===== src/rtl/pc_unit_ras.sv =====
// Program-counter unit: PC register, next-PC select (sequential / relative / indirect),
// stall and halt control, and a circular return-address stack for call/return.
module pc_unit_ras #(
  parameter int              PC_W      = 16,
  parameter int              IMM_W     = 9,
  parameter int              RAS_DEPTH = 4,
  parameter logic [PC_W-1:0] RESET_PC  = '0
) (
  input  logic             clk,
  input  logic             rst,
  input  logic             stall,
  input  logic             halt,
  input  logic             br_imm_en,
  input  logic             br_reg_en,
  input  logic             call,
  input  logic             ret,
  input  logic [2:0]       cond,
  input  logic [2:0]       flag,
  input  logic [IMM_W-1:0] imm,
  input  logic [PC_W-1:0]  reg_target,
  output logic [PC_W-1:0]  pc,
  output logic [PC_W-1:0]  pc_plus2,
  output logic             taken,
  output logic             halted,
  output logic             ras_empty,
  output logic             ras_ovf,
  output logic             ras_unf
);

  localparam int PW = $clog2(RAS_DEPTH);
  localparam int CW = PW + 1;
  localparam logic [CW-1:0] RAS_FULL = CW'(RAS_DEPTH);

  typedef enum logic {RUN, HALT} state_t;

  state_t          state_q, state_d;
  logic [PC_W-1:0] pc_q, pc_d;
  logic            halted_q, halted_d;
  logic [PW-1:0]   top_q, top_d;
  logic [CW-1:0]   cnt_q, cnt_d;
  logic            ovf_q, ovf_d;
  logic            unf_q, unf_d;
  logic [PC_W-1:0] ras_mem [RAS_DEPTH];

  logic [PC_W-1:0] imm_ext, rel_tgt, ras_top;
  logic            cond_ok, push;

  always_comb begin
    pc_plus2 = pc_q + PC_W'(2);
    imm_ext  = {{(PC_W-IMM_W){imm[IMM_W-1]}}, imm};
    rel_tgt  = pc_plus2 + (imm_ext << 1);
    ras_top  = ras_mem[top_q];
  end

  // flag = {V,Z,N}
  always_comb begin
    cond_ok = 1'b0;
    case (cond)
      3'b000:  cond_ok = !flag[1];
      3'b001:  cond_ok = flag[1];
      3'b010:  cond_ok = !flag[1] && !flag[0];
      3'b011:  cond_ok = flag[0];
      3'b100:  cond_ok = flag[1] || !flag[0];
      3'b101:  cond_ok = flag[0] || flag[1];
      3'b110:  cond_ok = flag[2];
      default: cond_ok = 1'b1;
    endcase
  end

  always_comb begin
    state_d = state_q;
    pc_d    = pc_q;
    top_d   = top_q;
    cnt_d   = cnt_q;
    ovf_d   = ovf_q;
    unf_d   = unf_q;
    taken   = 1'b0;
    push    = 1'b0;
    if (state_q == RUN && !stall) begin
      if (halt) begin
        state_d = HALT;
      end else if (ret) begin
        if (cnt_q == '0) begin
          pc_d  = pc_plus2;
          unf_d = 1'b1;
        end else begin
          pc_d  = ras_top;
          taken = 1'b1;
          top_d = top_q - PW'(1);
          cnt_d = cnt_q - CW'(1);
        end
      end else begin
        pc_d = pc_plus2;
        if (br_reg_en && cond_ok) begin
          pc_d  = reg_target;
          taken = 1'b1;
        end else if (br_imm_en && cond_ok) begin
          pc_d  = rel_tgt;
          taken = 1'b1;
        end
        // When full, the slot after top is the oldest entry, so it is overwritten.
        if (taken && call) begin
          push  = 1'b1;
          top_d = top_q + PW'(1);
          if (cnt_q == RAS_FULL) ovf_d = 1'b1;
          else                   cnt_d = cnt_q + CW'(1);
        end
      end
    end
    halted_d = (state_d == HALT);
  end

  always_ff @(posedge clk or posedge rst) begin
    if (rst) begin
      state_q  <= RUN;
      pc_q     <= RESET_PC;
      halted_q <= 1'b0;
      top_q    <= '0;
      cnt_q    <= '0;
      ovf_q    <= 1'b0;
      unf_q    <= 1'b0;
    end else begin
      state_q  <= state_d;
      pc_q     <= pc_d;
      halted_q <= halted_d;
      top_q    <= top_d;
      cnt_q    <= cnt_d;
      ovf_q    <= ovf_d;
      unf_q    <= unf_d;
    end
  end

  // Stack storage carries no reset; only pointer and count are cleared.
  always_ff @(posedge clk) begin
    if (push) ras_mem[top_d] <= pc_plus2;
  end

  assign pc        = pc_q;
  assign halted    = halted_q;
  assign ras_empty = (cnt_q == '0);
  assign ras_ovf   = ovf_q;
  assign ras_unf   = unf_q;

endmodule

===== config.mk =====
export PLATFORM = sky130hd
export DESIGN_NAME = pc_unit_ras
export DESIGN_NICKNAME = d
export VERILOG_FILES = /design/src/rtl/pc_unit_ras.sv
export SDC_FILE = /design/constraint.sdc
export NUM_CORES = 1
export LEC_CHECK = 0
export CAP_MARGIN = 15
export CORE_MARGIN = 1.5
export CORE_UTILIZATION = 50
export CTS_CLUSTER_SIZE = 25
export DETAILED_ROUTE_END_ITERATION = 6
export GPL_ROUTABILITY_DRIVEN = 0
export PLACE_DENSITY = 0.75
export SYNTH_ARGS = -nofsm -noshare
export SYNTH_HDL_FRONTEND = slang
export SYNTH_SLANG_ARGS = --single-unit

===== constraint.sdc =====
create_clock -name clk -period 4.29 [get_ports clk]
set_clock_uncertainty 0.1 [all_clocks]
set_input_delay 0.858 -clock clk [delete_from_list [all_inputs] [get_ports clk]]
set_output_delay 0.858 -clock clk [all_outputs]
set_load 0.01 [all_outputs]

== Yosys cells after proc, flatten, opt, wreduce, memory -nomap -nowiden ==
Memories as Yosys holds them, arrays and structs flattened.
Cells that the tools add are included.
W data, S select, Z words.
Storage, ports and cells
  register bits after elaboration: 24
  output and inout bits: 37
  word-level logic and storage cells: 72
  bits in writable memories: 64
  input port bits: 39
  memories kept: 1
Memory list
  ras_mem: words 4, width 16, rd ports 1, clocked after memory_dff 0, write ports 1, RTL line 43  | logic [PC_W-1:0] ras_mem [RAS_DEPTH];
Operators by class
  add/subtract/negate cells: 6
  bitwise gates (word level): 3
  reductions and logical operators: 18
  equality and inequality tests: 9
  muxes and demuxes: 29
Operator list (number)
  $mux W16: 4
  $add A16 B16 Y16: 1
  $add A16 B2 Y16 const B: 1
  $mux W1: 15
  $eq A3 B3 Y1 const B: 4
  $mux W3: 4
  $mux W2: 5
  $reduce_and A5 Y1: 2
  $pmux W1 S7: 1
  $eq A3 B2 Y1 const B: 2
  $logic_not A3 Y1: 2
  $logic_and A1 B1 Y1: 5
  $ne A2 B2 Y1 const B: 2
  $reduce_and A2 Y1: 2
  $reduce_and A4 Y1: 1
  $add A3 B1 Y3 const B: 1
  $eq A3 B1 Y1 const B: 1
  $logic_not A1 Y1: 3
  $not A1 Y1: 3
  $sub A3 B1 Y3 const B: 1
  $add A2 B1 Y2 const B: 1
  $logic_or A1 B1 Y1: 2
  $reduce_bool A2 Y1: 1
  $sub A2 B1 Y2 const B: 1

== Depth between registers and ports, before layout ==
  depth in word-level cells: 16
  depth in mapped cells: 13
  depth with buffers taken out: 13

== Least setup slack after synthesis ==
OpenSTA, ideal clock, no wires.
  path kind: input port to flip-flop
  start: input cond[0]
  end: memory ras_mem[1][0], enable pin
  setup time: 413 ps
  cell stages on the path: 6
  data required time: 3777 ps
  path buffers: 0
  data arrival time: 3313 ps
  setup slack: 464 ps
  path through: nor4b_1 -> a31oi_1 -> nand3_1 -> a21boi_1 -> and2_1 -> nor3b_1
On the way
  longest elaborated chain between the ends: 15
  elaborated cells between the ends (all ways): 26
  those cells by class: 6 x eq/ne; 16 x mux; 4 x reduce/logical
Ends and longest elaborated chain
  from (decl): RTL line 17  | input logic [2:0] cond,
  $eq A3 B3 Y1, or another cell as far along: RTL line 58  | case (cond)
  $pmux W1 S7 (*): RTL line 58
  $logic_and A1 B1 Y1: RTL line 97  | end else if (br_imm_en && cond_ok) begin
  $mux W1: RTL line 97
  $mux W1 (*): RTL line 94  | if (br_reg_en && cond_ok) begin
  $mux W1 (*): RTL line 82  | end else if (ret) begin
  $mux W1 (*): RTL line 80  | if (halt) begin
  $mux W1 (*): RTL line 79  | if (state_q == RUN && !stall) begin
  $logic_and A1 B1 Y1 (*): RTL line 102  | if (taken && call) begin
  $mux W1: RTL line 102
  $mux W1: RTL line 82
  $mux W1: RTL line 80
  $mux W1: RTL line 79
  $mux W1: RTL line 135  | if (push) ras_mem[top_d] <= pc_plus2;
  $mux W1 (not written as such): RTL line 135
  to (decl): RTL line 43
Every way passes the cells marked *; elsewhere a longest branch is shown, timed or not. The select of a mux whose other input is x is not followed.

== Final worst setup path ==
  start: register pc_q[1] (netlist: pc[1])
  end: output pc_plus2[11]
On the way
  longest elaborated chain between the ends: 1
Ends and longest elaborated chain
  from (decl): RTL line 37  | logic [PC_W-1:0] pc_q, pc_d;
  from (signal assigned): RTL line 124  | pc_q <= pc_d;
  $add A16 B2 Y16: RTL line 49  | pc_plus2 = pc_q + PC_W'(2);
  to (decl): RTL line 22  | output logic [PC_W-1:0] pc_plus2,
No other way between the ends.

==> metrics <==
met1 wire length 5780 um; DR pass1 iterations 7; DRC 0; clk buf depth 2; post-synthesis sequential area ratio 51.2%; cts hold-fix bufs 0; highest metal used met4; status finished clean; Final min period 4.12 ns; Yosys top cell area share 39.0%; vias per cell 6.11; # IOs 76; post-DP HPWL 9640 um; Clock power frac 26.0%; Synth cell types 62; Fin. Hold Viols 0; Tightest Pin Transition 0.942 ns; Setup TNS 0 ns; vias in the first global route 3754; Sink Count 88; CTS tree built; WL met2 6380 um; Post-Place Worst Slack 0.0920 ns; top-count cell post-synth edfxtp_1; sw power 876 uW; port buffer count 75; ys flop type edfxtp_1; HP Class flip-flop to flip-flop; share of layout cells above drive strength 1 13.2%; initial DRC count 395; layout net count 581; RSZ-0062 raised after global routing no; async set-or-reset flop fraction in the synthesized netlist 27.3%; CORE AREA 9680 um2; wire per inst 20.2 um; mapped cell area 4930 um2; Gate power share 33.5%; Post-DP Area 5960 um2; max_cap viols 0; GRT Residual Overflow 0; WHS 0.373 ns; Max-slew headroom 37.2%; clk slew on worst S/H paths 0.09 ns; P_int 1820 uW; Row Count 36; die height 102 um; slowest CP cell clkdlybuf4s50_1; CP arrival 3.16 ns; CP bufs+invs 1; Max FO, Critical Path 9; area of the die 10500 um2; Sw Share 32.5%; hold depth 1; Num CTS Buffers 9; Setup WS post-layout 0.169 ns; Worst path depth 6; Reg area 2520 um2; Seq cells post-synth 88; Post-synth EDFFs 64; Syn Nets 486; final slew viol count 0; crit-path leading delay family simple AND/OR/NAND/NOR gates; Setup crit end kind output port; largest cells by area after synthesis edfxtp_1 (39%), dfrtp_1 (12%), mux4_2 (7.3%); leading cell types by count after synthesis edfxtp_1 (64), nand2_1 (36), a21oi_1 (33), nor2_1 (33), o21ai_0 (26); Synth Instances 430; Root Driver clkbuf_8; P_leak 0.00235 uW; routed length on met3 957 um; Filler cells 759; slowest stage delay, CP 0.67 ns; Yosys top cell by area edfxtp_1; Power Density 432 nW/um2; r2r worst-path depth 13; fin area 6240 um2; Setup Viol. Count Final 0; DRT antenna net count 0; Peak Freq 243 MHz; final worst path period share 96.1%; Syn. warnings 0; total number of vias 4054; area delta synth->final 26.7%; first-pass GRT wire length 20300 um; CP dominant cell by count nand3_1; worst vdd ir 0.200 mV; Power Total 2700 uW; total track usage 26.8%; largest net degree at the start of global routing 25; Diodes inserted 0; WL final 13400 um; Flop pwr share 40.4%; Critical Path Source Type flip-flop; CP Class flip-flop to output port; initial antenna violation count 0; crit-path cells ha_1 > nand3_1 > nor2_1 > nand3_1 > xnor2_1 > clkdlybuf4s50_1; Initial Utilization 50.9%; Worst-Skew Late Latency 0.37 ns; Die Wd 102 um; area of the multi-input gates 2270 um2; Worst EP required 3.33 ns; Mean Syn Cell Area 11.5 um2; CTS H-tree depth 3
## power by group through the flow
stage | sequential (uW) | combinational, uW | clock, uW
3_5_place_dp | 1110 | 882 | 0
2_1_floorplan | 1070 | 556 | 0
4_1_cts | 1090 | 890 | 698
6_report | 1090 | 905 | 702
5_1_grt | 1100 | 972 | 734
3_3_place_gp | 1110 | 859 | 0
## routing by layer
metal | global-route usage (%) | vias to the layer above
li1 | - | 1845
met1 | 38.0 | 1986
met2 | 41.9 | 197
met3 | 3.49 | 26
met4 | 10.9 | 0
met5 | 0 | -
## final timing paths
kind | start | end | slack (ns)
worst max-delay path | pc[1]$_DFFE_PP0P_ | pc_plus2[11] | 0.17
worst min-delay path | ras_unf$_DFFE_PP0P_ | ras_unf$_DFFE_PP0P_ | 0.37
max in group asynchronous | rst | pc[9]$_DFFE_PP0P_ | 3.08
worst max register to register | pc[1]$_DFFE_PP0P_ | pc[14]$_DFFE_PP0P_ | 0.35
min in group asynchronous | rst | pc[13]$_DFFE_PP0P_ | 0.61
worst min register to register | ras_unf$_DFFE_PP0P_ | ras_unf$_DFFE_PP0P_ | 0.37
## state kept, by name, summed over array words and instances, names as in the netlist
name and flops:
cnt_q 3, ras_mem 64, halted 1, pc 16, ras_unf 1, ras_ovf 1
top_q 2
## layout make-up
type                       instances  area share (%)
clock buffer                      10            2.04
multi-input combinational        309            36.4
clock inverter                     6            1.84
sequential                        88            40.4
inverter                          13           0.781
tap                              133            2.66
timing repair buffer             104            15.9
## cell usage in the layout, fill, tap and decap left out, drive strengths merged, types with 4 or more instances in the layout
master and count:
clkdlybuf4s50 74, edfxtp 64, nand2 36, nor2 35
a21oi 33, buf 29, o21ai 28, dfrtp 24
mux4 16, xnor2 16, ha 15, inv 15
nand3 14, xor2 10, clkbuf 10, a31oi 8
a21o 8, nand4 6, o211ai 6, nand2b 5
a211oi 5, and3 5, nor3 5, mux2i 4
a221oi 4
## per-stage QoR
| stage | util (%) | cells |
|---|---|---|
| 6_report | 64.5 | 663 |
| 5_1_grt | 64.5 | 663 |
| 4_1_cts | 64.1 | 661 |
| 3_5_place_dp | 61.6 | 645 |
| 3_3_place_gp | 61.6 | 645 |
| 2_1_floorplan | - | 430 |
## kinds of logic after synthesis
logic type | share of synthesized area [%]
AOI/OAI and AO/OA | 16.4
xor gates and xnor gates | 4.62
adders and majority gates | 4.62
buffers and inverters | 2.95
DFF | 51.2
muxes | 8.12
and+or+nand+nor | 12.1
## what timing repair did
action,CTS,global route
gates resized for setup,0,2
hold endpoints to repair,0,0
endpoints found under the setup margin,0,1
setup buffers,0,1
Power figures use the tool's default switching activity.
